$ cat config.mk
export PLATFORM = sky130hd
export DESIGN_NAME = tensor_tile_sequencer
export DESIGN_NICKNAME = d
export VERILOG_FILES = /design/src/rtl/tensor_tile_sequencer.sv
export SDC_FILE = /design/constraint.sdc
export NUM_CORES = 2
export LEC_CHECK = 0
export CAP_MARGIN = 20
export CORE_MARGIN = 2
export CORE_UTILIZATION = 33
export DETAILED_ROUTE_END_ITERATION = 10
export GPL_TIMING_DRIVEN = 0
export PLACE_DENSITY = 0.57
export SLEW_MARGIN = 40
export SYNTH_ARGS = -nofsm -noshare
export SYNTH_HDL_FRONTEND = slang
export SYNTH_SLANG_ARGS = --single-unit
$ cat constraint.sdc
create_clock -name clk -period 19.3 [get_ports clk]
set_input_delay 3.86 -clock clk [delete_from_list [all_inputs] [get_ports clk]]
set_output_delay 3.86 -clock clk [all_outputs]
set_load 0.05 [all_outputs]
$ cat src/rtl/tensor_tile_sequencer.sv
// Tile-loop sequencer for a 2x2 int8 systolic feeder: walks output tiles (i,j) over k,
// fetching one A and one B tile word per step; all outputs are registered.
module tensor_tile_sequencer #(
   parameter int ADDR_W = 32,
   parameter int DATA_W = 32
) (
   input  logic              clk,
   input  logic              reset,
   input  logic              start,
   input  logic [16:0]       size,
   input  logic [ADDR_W-1:0] base_a,
   input  logic [ADDR_W-1:0] base_b,
   output logic              rd_req,
   output logic [ADDR_W-1:0] rd_addr,
   input  logic              rd_gnt,
   input  logic              rd_rvalid,
   input  logic [DATA_W-1:0] rd_rdata,
   output logic [DATA_W-1:0] inA,
   output logic [DATA_W-1:0] inB,
   output logic              feed_a,
   output logic              feed_b,
   input  logic              feed_ready,
   output logic              tile_last,
   output logic [15:0]       tile_row,
   output logic [15:0]       tile_col,
   input  logic              drain_ack,
   output logic              busy,
   output logic              done,
   output logic              err
);

   typedef enum logic [3:0] {
      IDLE, RD_A, WT_A, RD_B, WT_B, FEED_A, FEED_B, DRAIN, DONE
   } state_t;

   state_t            state;
   logic [15:0]       t, i, j, k;
   logic [ADDR_W-1:0] job_base_a, job_base_b;
   logic              size_ok;

   assign size_ok = !size[0] && (size >= 17'd2) && (size <= 17'd131070);

   // Index product kept in 32 bits so T = 65535 cannot overflow before the word shift.
   function automatic logic [ADDR_W-1:0] tile_addr(input logic [ADDR_W-1:0] base,
                                                   input logic [15:0] row,
                                                   input logic [15:0] col,
                                                   input logic [15:0] dim);
      logic [31:0] idx;
      idx = 32'(row) * 32'(dim) + 32'(col);
      return base + (ADDR_W'(idx) << 2);
   endfunction

   always_ff @(posedge clk or negedge reset) begin
      if (!reset) begin
         state      <= IDLE;
         t          <= '0;
         i          <= '0;
         j          <= '0;
         k          <= '0;
         job_base_a <= '0;
         job_base_b <= '0;
         rd_req     <= 1'b0;
         rd_addr    <= '0;
         inA        <= '0;
         inB        <= '0;
         feed_a     <= 1'b0;
         feed_b     <= 1'b0;
         tile_last  <= 1'b0;
         tile_row   <= '0;
         tile_col   <= '0;
         busy       <= 1'b0;
         done       <= 1'b0;
         err        <= 1'b0;
      end else begin
         feed_a <= 1'b0;
         feed_b <= 1'b0;
         done   <= 1'b0;
         err    <= 1'b0;
         case (state)
            IDLE: begin
               if (start) begin
                  if (size_ok) begin
                     t          <= size[16:1];
                     job_base_a <= base_a;
                     job_base_b <= base_b;
                     i          <= '0;
                     j          <= '0;
                     k          <= '0;
                     rd_addr    <= base_a;
                     rd_req     <= 1'b1;
                     busy       <= 1'b1;
                     state      <= RD_A;
                  end else begin
                     err <= 1'b1;
                  end
               end
            end
            RD_A: begin
               if (rd_gnt) begin
                  rd_req <= 1'b0;
                  state  <= WT_A;
               end
            end
            WT_A: begin
               if (rd_rvalid) begin
                  inA     <= rd_rdata;
                  rd_addr <= tile_addr(job_base_b, k, j, t);
                  rd_req  <= 1'b1;
                  state   <= RD_B;
               end
            end
            RD_B: begin
               if (rd_gnt) begin
                  rd_req <= 1'b0;
                  state  <= WT_B;
               end
            end
            WT_B: begin
               if (rd_rvalid) begin
                  inB   <= rd_rdata;
                  state <= FEED_A;
               end
            end
            FEED_A: begin
               if (feed_ready) begin
                  feed_a <= 1'b1;
                  state  <= FEED_B;
               end
            end
            FEED_B: begin
               if (feed_ready) begin
                  feed_b <= 1'b1;
                  if (k != t - 16'd1) begin
                     k       <= k + 16'd1;
                     rd_addr <= tile_addr(job_base_a, i, k + 16'd1, t);
                     rd_req  <= 1'b1;
                     state   <= RD_A;
                  end else begin
                     tile_last <= 1'b1;
                     tile_row  <= i;
                     tile_col  <= j;
                     state     <= DRAIN;
                  end
               end
            end
            DRAIN: begin
               if (drain_ack) begin
                  tile_last <= 1'b0;
                  k         <= '0;
                  if (j != t - 16'd1) begin
                     j       <= j + 16'd1;
                     rd_addr <= tile_addr(job_base_a, i, '0, t);
                     rd_req  <= 1'b1;
                     state   <= RD_A;
                  end else begin
                     j <= '0;
                     if (i != t - 16'd1) begin
                        i       <= i + 16'd1;
                        rd_addr <= tile_addr(job_base_a, i + 16'd1, '0, t);
                        rd_req  <= 1'b1;
                        state   <= RD_A;
                     end else begin
                        done  <= 1'b1;
                        state <= DONE;
                     end
                  end
               end
            end
            DONE: begin
               busy  <= 1'b0;
               state <= IDLE;
            end
            default: state <= IDLE;
         endcase
      end
   end

endmodule

* After elaboration in Yosys (flattened, before gate mapping)
Index checks and enable logic that the tools add are counted.
Word-level totals: bits of input ports 120, flip-flop bits (word level) 267, word-level logic and storage cells 144, output and inout bits 135
Cells by class: add/sub/neg operators 10, $lt $le $gt $ge 2, reductions and logical operators 23, multiply operators 3, mux-type cells 60, bitwise logic cells 1, eq/ne operators 26
Operators by type and width (count):
- $mux 32 | 8
- $mux 16 | 10
- $add 32x32->32 | 4
- $pmux 32 s4 | 1
- $mul 16x16->30 | 3
- $pmux 16 s2 | 2
- $add 30x16->30 | 2
- $add 16x1->16 const B | 3
- $ne 16x16->1 | 3
- $pmux 16 s3 | 1
- $mux 4 | 11
- $pmux 4 s8 | 1
- $ne 2x2->1 const B | 13
- $mux 1 | 22
- $reduce_and 9->1 | 2
- $ge 17x2->1 const B | 1
- $le 17x17->1 const B | 1
- $eq 4x3->1 const B | 4
- $sub 16x1->16 const B | 1
- $reduce_and 6->1 | 2
- $reduce_and 3->1 | 3
- $eq 4x2->1 const B | 2
- $reduce_and 4->1 | 2
- $reduce_and 8->1 | 1
- 17 further kinds | 22

* Depth between registers and ports, before layout
depth in word-level cells 7, depth in mapped cells 44, gate-level depth less buffers 41

* Worst setup path after synthesis
No wires, ideal clock.
path type register to register, start reg i[10], end reg rd_addr[31], path slack 10.268 ns, clock period less this slack 9.032 ns, required time 19.205 ns, stages on the path, launching flop included 41, library setup time 0.095 ns, arrival time 8.936 ns, buffers on the path 4, path through dfrtp_1 -> clkbuf_1 -> clkbuf_1 -> clkbuf_1 -> nand2_1 -> fa_1 -> fa_1 -> fa_1 -> fa_1 -> inv_1 -> fa_1 -> inv_1 -> fa_1 -> inv_1 -> ha_1 -> clkbuf_1 -> a21oi_1 -> nand2_1 -> [... 5 more ...] -> a21oi_1 -> o2111a_1 -> nor2_1 -> nand3_1 -> xnor2_1 -> a21oi_1 -> ha_1 -> a21o_1 -> a21o_1 -> a21oi_1 -> inv_1 -> a211oi_1 -> a21oi_1 -> a311oi_1 -> o21bai_1 -> xnor2_1 -> and3_1 -> o31ai_1
Between the ends: cells in the longest elaborated chain, start to end 7, elaborated cells on any way between the ends 16, those cells by class add/sub: 5; mul: 2; eq/ne: 2; mux: 6; reduce/logical: 1
RTL lines:
- start: declaration | line 37 | logic [15:0] t, i, j, k;
- start signal: assignment | line 158 | i <= i + 16'd1;
- $add 16x1->16 | line 159 | rd_addr <= tile_addr(job_base_a, i + 16'd1, '0, t);
- $mul 16x16->30 | line 49 | idx = 32'(row) * 32'(dim) + 32'(col);
- $add 32x32->32 | line 50 | return base + (ADDR_W'(idx) << 2);
- $mux 32 | line 157 | if (i != t - 16'd1) begin
- $mux 32 | line 150 | if (j != t - 16'd1) begin
- $mux 32 | line 147 | if (drain_ack) begin
- $pmux 32 s4 | line 79 | case (state)
- end signal: assignment | line 89 | rd_addr <= base_a;
- end signal: assignment | line 152 | rd_addr <= tile_addr(job_base_a, i, '0, t);
- end signal: assignment | line 159
- end: declaration | line 14 | output logic [ADDR_W-1:0] rd_addr,
Parallel ways exist; a longest one is shown, timed or not. The select of a mux whose other input is x is not followed. A chain may end at the register's enable or synchronous reset.

* Worst setup path in the final report
start reg t[12], end reg rd_addr[31]
Between the ends: cells in the longest elaborated chain, start to end 6, elaborated cells on any way between the ends 23, those cells by class add/sub: 7; mul: 3; eq/ne: 5; mux: 7; reduce/logical: 1
RTL lines:
- start: declaration | line 37
- start signal: assignment | line 83 | t <= size[16:1];
- $mul 16x16->30 | line 49
- $add 30x16->30 or $add 32x32->32 (tied branches) | line 49, 50
- $add 32x32->32 or $mux 32 (tied branches) | line 50, 157
- $mux 32 (on tied branches) | line 133, 150
- $mux 32 (on tied branches) | line 131, 147
- $pmux 32 s4 | line 79
- end signal: assignment | line 89
- end signal: assignment | line 135 | rd_addr <= tile_addr(job_base_a, i, k + 16'd1, t);
- end signal: assignment | line 152
Parallel ways exist; a longest one is shown, timed or not. The select of a mux whose other input is x is not followed.

==> results <==
- The flow ran to the end, and the final reports show no timing, DRC or antenna violations.
- When the netlist entered floorplanning its net count stood at between 5000 and 6000.
- In this run, placement finished with an instance count of ~6600.
- The required time of the critical path is 19.78 ns.
- The class of the most critical setup path is reg -> reg.
- For this run, the post-layout net count is between 6000 and 7000.
- Leaving out fill and tap cells, the most frequent cell in the layout is sky130_fd_sc_hd__inv_1.
- After detailed routing, the average wire length per cell comes to ~24 um.
- Summing every instance area after synthesis gives ~42000 um^2.
- In the synthesized netlist the dominant register cell turns out to be sky130_fd_sc_hd__dfrtp_1.
- On the worst path, the slowest cell contributes a delay of ~0.76 ns.
- The relative max-transition margin is ~36%.
- For hold timing, the worst endpoint is inA[0].
- The number of maximum-capacitance constraint violations is 0.
- CTS placed an instance of sky130_fd_sc_hd__clkbuf_16 at the clock tree root.
- The residual antenna-violating net count after detailed routing is 0.
- Buffers added to address setup during post-CTS repair amount to 0.
- Yosys printed 0 warnings.
- The worst setup slack after placement is 8.03 ns.
- The starting density of the core is 33.2%.
- Once the clock tree was built, the resizer swapped 0 gates to a different size.
- Setup violations remaining at the end of the flow were counted as 0.
- The critical-path cell with the highest stage delay is sky130_fd_sc_hd__clkbuf_1.
- The element type at the critical path start is a flop.
- The signed area change from the synthesized netlist to the final layout is 14.6%.
- The clock insertion delay at the later pin of the skew report is ~0.61 ns.
- The critical-path maximum fanout is 10.
- The worst-case IR drop observed on VDD is about 0.00012 V.
- The number of cell rows is 131.
- The number of hold violations in the final report was 0.
- The maximum number of pins on one net before global-route repair is slightly above 70.
- The global-route wire length before repair is roughly 240 mm.
- In the synthesized netlist, the number of instances is roughly 4700.
- The H-tree was split into 2 levels.
- The number of buffers and inverters on the critical path is 7.
- In the layout the commonest cells are sky130_fd_sc_hd__inv_1 (784), sky130_fd_sc_hd__nand2_1 (629), sky130_fd_sc_hd__fa_1 (598), sky130_fd_sc_hd__ha_1 (363), sky130_fd_sc_hd__and2_1 (283).
- Among cell families on the critical path, the largest total delay comes from adder cells.
- The clock period could shrink to 11.67 ns.
- For the worst setup path, the data arrival time is ~12 ns.
- Yosys mapped a number of flops with a built-in enable equal to 0.
- In the synthesized netlist the async set-or-reset flop fraction comes to 100%.
- The class of the tightest hold or removal check is reg -> reg.
- Setup repair after global routing left no endpoint under its margin.
- Global routing used between 20 and 25% of the available tracks.
- The ratio of cells with drive above 1 in the final layout is under 10%.
- The placeable core region is 127000 um^2.
- The kind of end point of the critical path is a flop.
- The number of antenna violations at the first check in global routing is 11.
- The remaining routing DRC violations is 0.
- From left edge to right edge, the die measures ~360 um.
- After synthesis the netlist holds a flip-flop and latch count of around 270.
- The fraction of the core area covered by cells at the end of the flow is 38.1%.
- The initial DRC count is around 2900.
- Clock-pin slew was measured on the worst setup and hold paths at 0.06 ns.
- The number of distinct standard cells referenced by the synthesized netlist is between 80 and 90.
- The number of I/O pins is 255.
- The minimum setup slack in the final design is 7.63 ns.
- Detailed routing inserted a total of about 35000 vias.
- The final wirelength is between 150 and 200 mm.
- The number of buffers added by the clock tree synthesis step is 37.
- The pre-antenna-repair detailed-routing pass consisted of 5 iterations.
- The filler cells instantiated in the layout total 12900.
- The sum of negative setup slack is 0 ns.
- The period utilization is 60.5%.
- The average cell area after synthesis is around 9 um^2.
- The count of buffers added on input and output ports is ~250.
- The number of global-route vias before repair is 36100.
- The startpoint of the worst-slack reg-to-reg timing path is t[12].
- The leakage dissipation is approximately 23 nW.
- The reg2reg setup slack is around 7.6 ns.
- The achievable clock frequency is around 86 MHz.
- The startpoint identified for the worst hold timing path is inA[0].
- The endpoint identified for the worst register-to-register timing path is rd_addr[31].
- The worst-case clock skew is about 0.037 ns.
- The number of buffers inserted by hold repair at cts is 0.
- After legalization and detailed placement, the total HPWL measured roughly 130 mm.
- The vias per cell is between 5 and 6.
- The cell repeated most along the worst path is sky130_fd_sc_hd__fa_1.
- The y dimension of the die is between 300 and 400 um.
- The share of the Yosys chip area taken by registers is around 16%.
- The number of clock sinks is between 200 and 300.
- The critical path runs through a total of 35 cells.
- The max-slew violation count is 0.
- Counting instances, the worst hold path has a depth of 1.
- The worst-margin pin slew is 0.957 ns.
- Counting cells, the worst reg-to-reg path comes to 35.
- The cell area power density is 92.1 nW/um^2.
- The final non-filler cell total is between 6000 and 7000.
- TritonCTS built the clock tree.
- Summed over all layers, the global routing overflow is 0.
- Routability-driven placement finished with a final weighted congestion of 0.959.
- The number of buffers on the longest clock path is 3.
- The floorplan step defined a die boundary enclosing 131000 um^2.
layout make-up:
type / instances / area [um^2] / share of cell area, %
antenna: 4 / 10.0 / 0.0206
buffer: 245 / 1010 / 2.09
clock buffer: 49 / 1030 / 2.13
clock inverter: 15 / 213 / 0.439
inverter: 785 / 2950 / 6.08
multi-input combinational: 3408 / 31800 / 65.6
sequential: 267 / 6680 / 13.8
tap: 1662 / 2080 / 4.29
timing repair buffer: 262 / 2680 / 5.53
through the flow:
stage / power (W) / hold WS [ns] / cell area [um^2]
after detailed placement: 0.00368 / 0.478 / 47200
after floorplan: 0.00256 / 0.480 / 42300
after global placement: 0.00367 / 0.475 / 46900
final: 0.00447 / 0.493 / 48500
after global routing: 0.00467 / 0.512 / 48500
after CTS: 0.00445 / 0.494 / 48500
per-layer routing:
layer / global-route usage [%] / routed length [um]
met1: 32.5 / 66700
met2: 38.8 / 72000
met3: 5.76 / 14300
met4: 8.94 / 6700
met5: 0 / 80
flip-flops by register name, indices dropped and copies added, names as in the netlist:
register    cells
i              16
inB            32
tile_col       16
inA            32
k              16
err             1
job_base_a     32
j              16
rd_req          1
busy            1
t              16
tile_row       16
tile_last       1
rd_addr        32
feed_a          1
feed_b          1
state           4
job_base_b     32
done            1
power breakdown:
group | internal (W) | leakage [nW] | switching (W)
Combinational | 0.000898 | 18.9 | 0.00191
Clock | 0.000432 | 0.603 | 0.000303
Sequential | 0.000768 | 3.35 | 0.000157
Total | 0.00210 | 22.9 | 0.00237
Yosys cell counts, types with 7 or more instances:
| library cell | count | area share [%] |
|---|---|---|
| sky130_fd_sc_hd__nand4_1 | 20 | 0.30 |
| sky130_fd_sc_hd__o21ai_0 | 122 | 1.4 |
| sky130_fd_sc_hd__nor4_1 | 16 | 0.24 |
| sky130_fd_sc_hd__nor2b_1 | 22 | 0.33 |
| sky130_fd_sc_hd__o2111ai_1 | 7 | 0.14 |
| sky130_fd_sc_hd__nor2_1 | 203 | 1.8 |
| sky130_fd_sc_hd__clkbuf_1 | 223 | 2.0 |
| sky130_fd_sc_hd__xnor3_1 | 10 | 0.53 |
| sky130_fd_sc_hd__o22ai_1 | 7 | 0.10 |
| sky130_fd_sc_hd__mux2i_1 | 24 | 0.57 |
| sky130_fd_sc_hd__and3_1 | 30 | 0.44 |
| sky130_fd_sc_hd__or4_1 | 7 | 0.12 |
| sky130_fd_sc_hd__nor3_1 | 48 | 0.57 |
| sky130_fd_sc_hd__inv_1 | 784 | 7.0 |
| sky130_fd_sc_hd__a211oi_1 | 36 | 0.64 |
| sky130_fd_sc_hd__buf_1 | 12 | 0.11 |
| sky130_fd_sc_hd__or3_1 | 13 | 0.19 |
| sky130_fd_sc_hd__o21bai_1 | 22 | 0.39 |
| sky130_fd_sc_hd__nand3_1 | 58 | 0.69 |
| sky130_fd_sc_hd__o211ai_1 | 17 | 0.30 |
| sky130_fd_sc_hd__a21o_1 | 56 | 0.99 |
| sky130_fd_sc_hd__dfrtp_1 | 267 | 16 |
| sky130_fd_sc_hd__a2111oi_0 | 9 | 0.19 |
| sky130_fd_sc_hd__a221oi_1 | 20 | 0.41 |
| sky130_fd_sc_hd__or2_2 | 11 | 0.16 |
| sky130_fd_sc_hd__fa_1 | 598 | 28 |
| sky130_fd_sc_hd__xnor2_1 | 163 | 3.4 |
| sky130_fd_sc_hd__a41oi_1 | 7 | 0.14 |
| sky130_fd_sc_hd__xor2_1 | 74 | 1.5 |
| sky130_fd_sc_hd__o31ai_1 | 9 | 0.16 |
| sky130_fd_sc_hd__a21oi_1 | 174 | 2.1 |
| sky130_fd_sc_hd__nand2_1 | 629 | 5.6 |
| sky130_fd_sc_hd__a31oi_1 | 17 | 0.25 |
| sky130_fd_sc_hd__o21a_1 | 28 | 0.50 |
| sky130_fd_sc_hd__nand2b_1 | 24 | 0.35 |
| sky130_fd_sc_hd__and2_1 | 283 | 4.2 |
| sky130_fd_sc_hd__and4_1 | 9 | 0.19 |
| sky130_fd_sc_hd__mux2_2 | 144 | 3.8 |
| sky130_fd_sc_hd__ha_1 | 363 | 11 |
| sky130_fd_sc_hd__nor3b_1 | 8 | 0.14 |
| sky130_fd_sc_hd__mux2_4 | 30 | 1.1 |
how the worst max path moves through the flow:
| stage | from | slack [ns] | to |
|---|---|---|---|
| 2_1_floorplan | i[10] | 10.27 | rd_addr[31] |
| 3_3_place_gp | reset | 1.51 | tile_row[15] |
| 3_5_place_dp | i[10] | 8.03 | rd_addr[31] |
| 4_1_cts | i[10] | 7.89 | rd_addr[31] |
| 5_1_grt | i[10] | 7.14 | rd_addr[31] |
| 6_report | t[12] | 7.63 | rd_addr[31] |
kinds of logic after synthesis:
| logic type | share of synthesized area (%) |
|---|---|
| simple gates | 15.9 |
| buf+inv | 9.23 |
| fa+ha+maj | 39.0 |
| compound gates | 9.00 |
| flops | 15.8 |
| xor+xnor | 5.55 |
| mux | 5.52 |
Note: power is estimated with default switching activity, not from simulation.
